`config.mk`:
```
export PLATFORM = sky130hd
export DESIGN_NAME = mux64_scan_ctrl
export DESIGN_NICKNAME = d
export VERILOG_FILES = /design/src/rtl/mux64_scan_ctrl.sv
export SDC_FILE = /design/constraint.sdc
export NUM_CORES = 1
export LEC_CHECK = 0
export CAP_MARGIN = 20
export CELL_PAD_IN_SITES_DETAIL_PLACEMENT = 1
export CELL_PAD_IN_SITES_GLOBAL_PLACEMENT = 1
export CORE_MARGIN = 5
export CORE_UTILIZATION = 40
export CTS_CLUSTER_DIAMETER = 150
export DETAILED_ROUTE_END_ITERATION = 10
export PLACE_DENSITY_LB_ADDON = 0.1
export RECOVER_POWER = 25
export SLEW_MARGIN = 10
export SYNTH_ARGS = -nofsm -noshare
export SYNTH_HDL_FRONTEND = slang
export SYNTH_SLANG_ARGS = --single-unit
export TNS_END_PERCENT = 30
```
`constraint.sdc`:
```
create_clock -name clk -period 7.1 [get_ports clk]
set_clock_uncertainty 0.05 [all_clocks]
set_input_delay 1.42 -clock clk [delete_from_list [all_inputs] [get_ports clk]]
set_output_delay 1.42 -clock clk [all_outputs]
set_load 0.01 [all_outputs]
```
`src/rtl/mux64_scan_ctrl.sv`:
```
// mux64_scan_ctrl
// Scan sequencer for a 64:1 bit multiplexer. On an accepted start it walks
// mux_sel through every enabled channel in ascending order, holds each select
// for SETTLE cycles, samples mux_out into snapshot, and closes the scan with
// a one-cycle done pulse.
//
// state  | meaning
// -------+---------------------------------------------------------------
// S_IDLE | waiting for start; outputs hold their last scan result
// S_WAIT | settling on the current channel, sampling on the last cycle
// S_DONE | one-cycle done pulse, then back to S_IDLE

module mux64_scan_ctrl #(
    parameter int unsigned SETTLE = 2
) (
    input  logic        clk,
    input  logic        rst,
    input  logic        start,
    input  logic [63:0] mask,
    input  logic        mux_out,
    output logic [5:0]  mux_sel,
    output logic [63:0] snapshot,
    output logic [6:0]  scan_cnt,
    output logic        busy,
    output logic        done
);

    typedef enum logic [1:0] {
        S_IDLE,
        S_WAIT,
        S_DONE
    } state_t;

    // The settle counter counts up from 0; the sample happens on the edge
    // where it reaches SETTLE-1, so SETTLE=1 samples on the first WAIT edge.
    localparam logic [3:0] SETTLE_LAST = 4'(SETTLE - 1);

    state_t      state;
    logic [63:0] mask_q;
    logic [3:0]  settle_cnt;

    logic [63:0] above_mask;
    logic        next_found;
    logic [5:0]  next_sel;
    logic [5:0]  first_sel;

    // Index of the lowest set bit; returns 0 for an all-zero vector, callers
    // qualify with a separate non-zero test.
    function automatic logic [5:0] lowest_set(input logic [63:0] v);
        logic [5:0] idx;
        idx = '0;
        for (int i = 63; i >= 0; i--) begin
            if (v[i]) idx = 6'(i);
        end
        return idx;
    endfunction

    // Next-channel search: latched mask with bits 0..mux_sel cleared, then a
    // priority encode. No wrap-around, so channel 63 leaves nothing above it.
    always_comb begin
        above_mask = mask_q & (({64{1'b1}} << mux_sel) << 1);
        next_found = |above_mask;
        next_sel   = lowest_set(above_mask);
        first_sel  = lowest_set(mask);
    end

    // Scan FSM with registered outputs.
    always_ff @(posedge clk or posedge rst) begin
        if (rst) begin
            state      <= S_IDLE;
            mask_q     <= '0;
            settle_cnt <= '0;
            mux_sel    <= '0;
            snapshot   <= '0;
            scan_cnt   <= '0;
            busy       <= 1'b0;
            done       <= 1'b0;
        end else begin
            case (state)
                S_IDLE: begin
                    done <= 1'b0;
                    if (start) begin
                        mask_q     <= mask;
                        snapshot   <= '0;
                        scan_cnt   <= '0;
                        settle_cnt <= '0;
                        if (|mask) begin
                            mux_sel <= first_sel;
                            busy    <= 1'b1;
                            state   <= S_WAIT;
                        end else begin
                            done  <= 1'b1;
                            state <= S_DONE;
                        end
                    end
                end

                S_WAIT: begin
                    if (settle_cnt == SETTLE_LAST) begin
                        snapshot[mux_sel] <= mux_out;
                        scan_cnt          <= scan_cnt + 7'd1;
                        settle_cnt        <= '0;
                        if (next_found) begin
                            mux_sel <= next_sel;
                        end else begin
                            busy  <= 1'b0;
                            done  <= 1'b1;
                            state <= S_DONE;
                        end
                    end else begin
                        settle_cnt <= settle_cnt + 4'd1;
                    end
                end

                S_DONE: begin
                    done  <= 1'b0;
                    state <= S_IDLE;
                end

                default: begin
                    busy  <= 1'b0;
                    done  <= 1'b0;
                    state <= S_IDLE;
                end
            endcase
        end
    end

endmodule

```
==> reports/qor.yml, run 1 <==
cp_num_buf_inv: 1
finalHoldViolations: 0
synth.most_common_cell: "nand2_1"
crit-reg2reg-launch: "mux_sel[0]$_DFFE_PP0P_"
tritoncts: "built"
ys_top_cells_by_count: "241 x nand2_1, 148 x dfrtp_1, 129 x o21ai_0"
insertedDiodeCount: 0
crit_path_max_fanout: 12
crit_path_cell_trace: "clkdlybuf4s50_1, nor4_1, nand4_1, nor2b_1, nor3b_1, and2b_1, a311oi_4, nand2b_1, o31ai_2"
ir_worst_vdd_v: 0.0001884
whs_path_depth: 2
drt-vias-per-instance: 6.161
die_h_um: 161.2
maxSlewViolCount: 0
critical_path_class: "in2reg"
seq_area_frac_synth_pct: 40.49
cts_hold_buf: 0
clockBufferDepth: 2
drive_gt1_share_pct: 7.309
cts.sinks: 148
cap_violations: 0
yosys-top-cells-area: "dfrtp_1 40%, nand2_1 9.9%, o21ai_0 7.1%"
vias: 9426
drc: 0
drt_first_pass_iters: 5
start_util_pct: 40.52
clock.fmax_mhz: 238.6
cts_made_buffers: 17
die_w_um: 161.2
synth.distinct_cells: 91
synth_top_area_cell: "dfrtp_1"
place_congestion: 0.9622
post_cts_buffers: 0
power_density_mw_per_mm2: 289.8
syn_area_mm2: 0.009146
fin_crit_ns: 4.192
hp-start: "mask_q[28]$_DFFE_PP0P_"
syn_to_final_growth_pct: 23.41
port_buffers: 146
synth_seq_cells: 148
synth_ff_type: "dfrtp_1"
endpoint_kind: "register"
synthArstFlopShare_pct: 100.0
root_buffer: "clkbuf_16"
crit_family: "simple AND/OR/NAND/NOR gates"
routedWlPerCell_um: 22.42
worst_pin_slew_ns: 1.124
holdWs_ns: 0.4346
antenna_found_initial: 0
slew_headroom_pct: 24.50
grt_remaining_overflow: 0
synth_top_area_share_pct: 40.49
rows: 55
synth_warnings: 0
syn_inst: 1127
avgSynthCellArea_um2: 8.116
p_leak_nw: 4.571
rsz0062_at_grt: "no"
grt_use_total_pct: 25.99
final_nets: 1303
ctsResizeCount: 0
ant_nets: 0
drtIter0Drc: 638
grt_first_pass_wirelength_mm: 53.96
clk_pin_slew_ns: 0.06
slowest_delay_ns: 0.71
core_area_mm2: 0.02257
pin_count: 147
fin_crit_sh_pct: 59.04
fin_cells: 1530
hold_path_end: "mask_q[28]$_DFFE_PP0P_"
worst_skew_pair.late_latency_ns: 0.44
htree_levels: 4
die-area_mm2: 0.02599
power_mw: 3.271
r2r-end: "mux_sel[3]$_DFFE_PP0P_"
critical_path_required_ns: 7.39
dpl_worst_slack_ns: 2.599
grt_pass1_vias: 9482
status: "complete, no violations"
syn-num-nets: 1198
synth-edff-count: 0
setup_viol: 0
r2r_slack_ns: 3.34
critPathLaunchType: "input pin"
cp.arrival_ns: 4.48
hold_path.class: "reg2reg"
routed_wl_mm: 34.30
cp_slowest_cell: "nor4_1"
grt_start_max_net_pins: 100
fin_ws_ns: 2.908
rr_worst_depth: 9
dp.cells: 1498
tns_ns: 0
dp.final_hpwl_mm: 24.88
sequential cells by signal (all words and copies together), names as in the netlist:
signal,count
scan_cnt,7
state,2
mask_q,63
mux_sel,6
done,1
snapshot,64
busy,1
settle_cnt,4
tightest hold or removal path: cells and delay by family, from the launching register on:
kind,cells,cell delay [ns]
flops,1,0.34
simple gates,2,0.11
layout by cell type, fill, tap and decap left out, types with 5 or more instances in the layout:
cell,instances
nand2_1,241
dfrtp_1,147
clkdlybuf4s50_1,144
o21ai_0,129
a21oi_1,77
nor2_1,69
nand3_1,41
nor3_1,24
inv_1,23
nor4_1,21
a31oi_1,19
o211ai_1,17
clkbuf_16,17
o311ai_0,16
o41ai_1,16
o31ai_1,14
nand2b_1,13
buf_4,11
nor2b_1,10
o21ai_1,10
nand4_1,7
o21a_1,7
a211oi_1,7
and2_1,6
o22ai_1,6
o21bai_1,5
a22o_1,5
and3_1,5
o221ai_1,5
inv_8,5
per-stage QoR:
| stage | utilization, % | area [um^2] |
|---|---|---|
| final | 50.01 | 11290 |
| after floorplan | - | 9146 |
| after global routing | 50.01 | 11290 |
| after CTS | 50.01 | 11290 |
| after detailed placement | 47.28 | 10670 |
| after global placement | 47.28 | 10670 |
worst max path at each step:
stage / from / end / cells past startpoint
after floorplan: rst / busy$_DFFE_PP0P_ / 1
after global placement: mask[33] / mux_sel[3]$_DFFE_PP0P_ / 9
after detailed placement: mask[33] / mux_sel[3]$_DFFE_PP0P_ / 9
after CTS: mask[33] / mux_sel[0]$_DFFE_PP0P_ / 9
after global routing: mask[33] / mux_sel[0]$_DFFE_PP0P_ / 9
final: mask[33] / mux_sel[0]$_DFFE_PP0P_ / 9
where the power goes:
group	internal [mW]	switching [mW]
Clock	0.537	0.432
Sequential	0.947	0.157
Combinational	0.433	0.765
per-layer routing:
| metal | wire length, um | share of wire [%] | global-route usage (%) | up-vias |
|---|---|---|---|---|
| met1 | 14930 | 44 | 34.57 | 4691 |
| li1 | - | - | - | 4357 |
| met2 | 16500 | 48 | 43.61 | 328 |
| met4 | 815 | 2.4 | 7.522 | 0 |
| met5 | 0 | 0 | 0 | - |
| met3 | 2052 | 6.0 | 4.670 | 50 |
cell type report:
type,count,area [um^2]
Tap cell,285,356.6
Fill cell,2727,11280
Sequential cell,148,3705
Inverter,25,98.84
Multi-Input combinational cell,883,4967
Clock inverter,15,190.2
Clock buffer,17,425.4
Timing Repair Buffer,157,1544
cell families after synthesis:
kind of cell	count (synthesis)	synth area share [%]
mux	2	0.2189
simple gates	481	25.02
fa+ha+maj	3	0.4104
compound gates	393	28.19
flops	148	40.49
xor+xnor	4	0.3831
buf+inv	96	5.280
No activity file was read; power rests on OpenSTA's default activity.
==> run 2, diff against run 1 <==
Settings changed: CORE_UTILIZATION 40 to 37.
Clock period 7.1 ns to 3.75 ns, I/O delays scaled along.
==> reports/qor.yml, run 2 (synthesis gave the netlist of run 1 again) <==
largest_registers: "snapshot: 64 flops, mask_q: 63 flops, scan_cnt: 7 flops"
critical_path_class: "reg2reg"
syn_to_final_growth_pct: 27.26
setup_viol: 0
tritoncts: "built"
crit_path_max_fanout: 13
routed_wl_mm: 34.65
slew_headroom_pct: -57.16
cap_violations: 1
ctsResizeCount: 0
cts_made_buffers: 17
clockBufferDepth: 2
drc: 0
fin_crit_sh_pct: 87.31
port_buffers: 146
maxSlewViolCount: 52
drive_gt1_share_pct: 9.766
failed_checks: "capacitance limit, slew limit"
core_area_mm2: 0.02432
grt_pass1_vias: 9614
status: "finished, violations left"
largest_register_ffs: 64
top_register: "snapshot"
layout_commonest_cell: "nand2_1"
power_density_mw_per_mm2: 532.0
post_cts_buffers: 0
clock.fmax_mhz: 305.4
p_leak_nw: 4.736
grt_start_max_net_pins: 98
fillers: 2932
final_nets: 1338
tns_ns: 0
grt_first_pass_wirelength_mm: 54.87
insertedDiodeCount: 0
crit_path_cell_trace: "a21oi_1, o21ai_1, a41oi_1, nor3_1, and4_4, a311oi_4, mux2i_1, o21ai_1"
ant_nets: 0
drt_first_pass_iters: 5
cp_num_buf_inv: 0
worst_pin_slew_ns: 2.357
cpMostUsedCell: "o21ai_1"
drt-vias-per-instance: 5.898
crit_family: "compound AO/OA/AOI/OAI gates"
routedWlPerCell_um: 21.60
endpoint_kind: "register"
grt_remaining_overflow: 0
critPathLaunchType: "register"
power_mw: 6.192
rows: 57
mostFrequentLayoutCells: "241 x nand2_1, 147 x dfrtp_1, 146 x clkdlybuf4s50_1, 129 x o21ai_0, 77 x a21oi_1"
die_h_um: 167.2
ir_worst_vdd_v: 0.0003443
pin_count: 147
clk_pin_slew_ns: 0.07
htree_levels: 4
slowest_delay_ns: 0.66
cp.arrival_ns: 3.54
root_buffer: "clkbuf_16"
place_congestion: 0.9609
finalHoldViolations: 0
hold_path.class: "reg2reg"
antenna_found_initial: 0
critical_path_required_ns: 4.02
cp_slowest_cell: "a21oi_1"
cts.sinks: 148
rsz0062_at_grt: "no"
die_w_um: 167.2
fin_crit_ns: 3.274
start_util_pct: 37.61
die-area_mm2: 0.02796
dp.final_hpwl_mm: 25.99
vias: 9461
worst_skew_pair.late_latency_ns: 0.44
drtIter0Drc: 758
cts_hold_buf: 0
grt_use_total_pct: 24.29
run 2: worst paths after layout:
check,start,endpoint,slack [ns],cells after the start
min in group asynchronous,rst,snapshot[41]$_DFFE_PP0P_,0.76,3
worst max-delay path,mux_sel[2]$_DFFE_PP0P_,mux_sel[3]$_DFFE_PP0P_,0.48,8
worst max register to register,mux_sel[2]$_DFFE_PP0P_,mux_sel[3]$_DFFE_PP0P_,0.48,8
max in group asynchronous,rst,mask_q[28]$_DFFE_PP0P_,0.62,3
worst min register to register,mask_q[46]$_DFFE_PP0P_,mask_q[46]$_DFFE_PP0P_,0.43,2
worst min-delay path,mask_q[46]$_DFFE_PP0P_,mask_q[46]$_DFFE_PP0P_,0.43,2
run 2: power breakdown:
part | total (mW) | switching (mW) | internal (mW)
clock | 1.69 | 0.810 | 0.876
combinational | 2.46 | 1.50 | 0.958
sequential | 2.05 | 0.255 | 1.79
total | 6.19 | 2.56 | 3.63
run 2: worst register-to-register path, delay by kind of cell (launching register included):
kind               cells  cell delay, ns
and+or+nand+nor        2            0.33
AOI/OAI and AO/OA      5            1.95
muxes                  1            0.25
DFF                    1            0.58
run 2: final cells by class:
class	count	area, um^2	area share, %
multi-input cells	883	4967	42.67
flip-flops and latches	148	3705	31.83
repair buffers	192	1899	16.32
clock buffers	17	425.4	3.655
well taps	324	405.4	3.483
clock inverters	15	142.6	1.225
inverters	25	95.09	0.8169
run 2: routing by layer:
layer  global-route usage, %  vias to the layer above  routed length, um
met4                   6.951                        0                830
met2                   40.14                      311              16230
met1                   33.35                     4663              15660
li1                        -                     4438                  -
met3                   3.583                       49               1924
met5                       0                        -                  0
run 2: through the flow:
step                util [%]  cells  setup slack [ns]  hold WS, ns  instance area (um^2)
global route           47.86   1604            0.1576       0.4654                 11640
CTS                    47.90   1604            0.5401       0.4301                 11650
finish                 47.86   1604            0.4759       0.4334                 11640
global placement       45.57   1572            0.1729       0.4077                 11080
floorplan                  -   1127             1.005       0.3874                  9150
detailed placement     45.57   1572            0.1329       0.4121                 11080
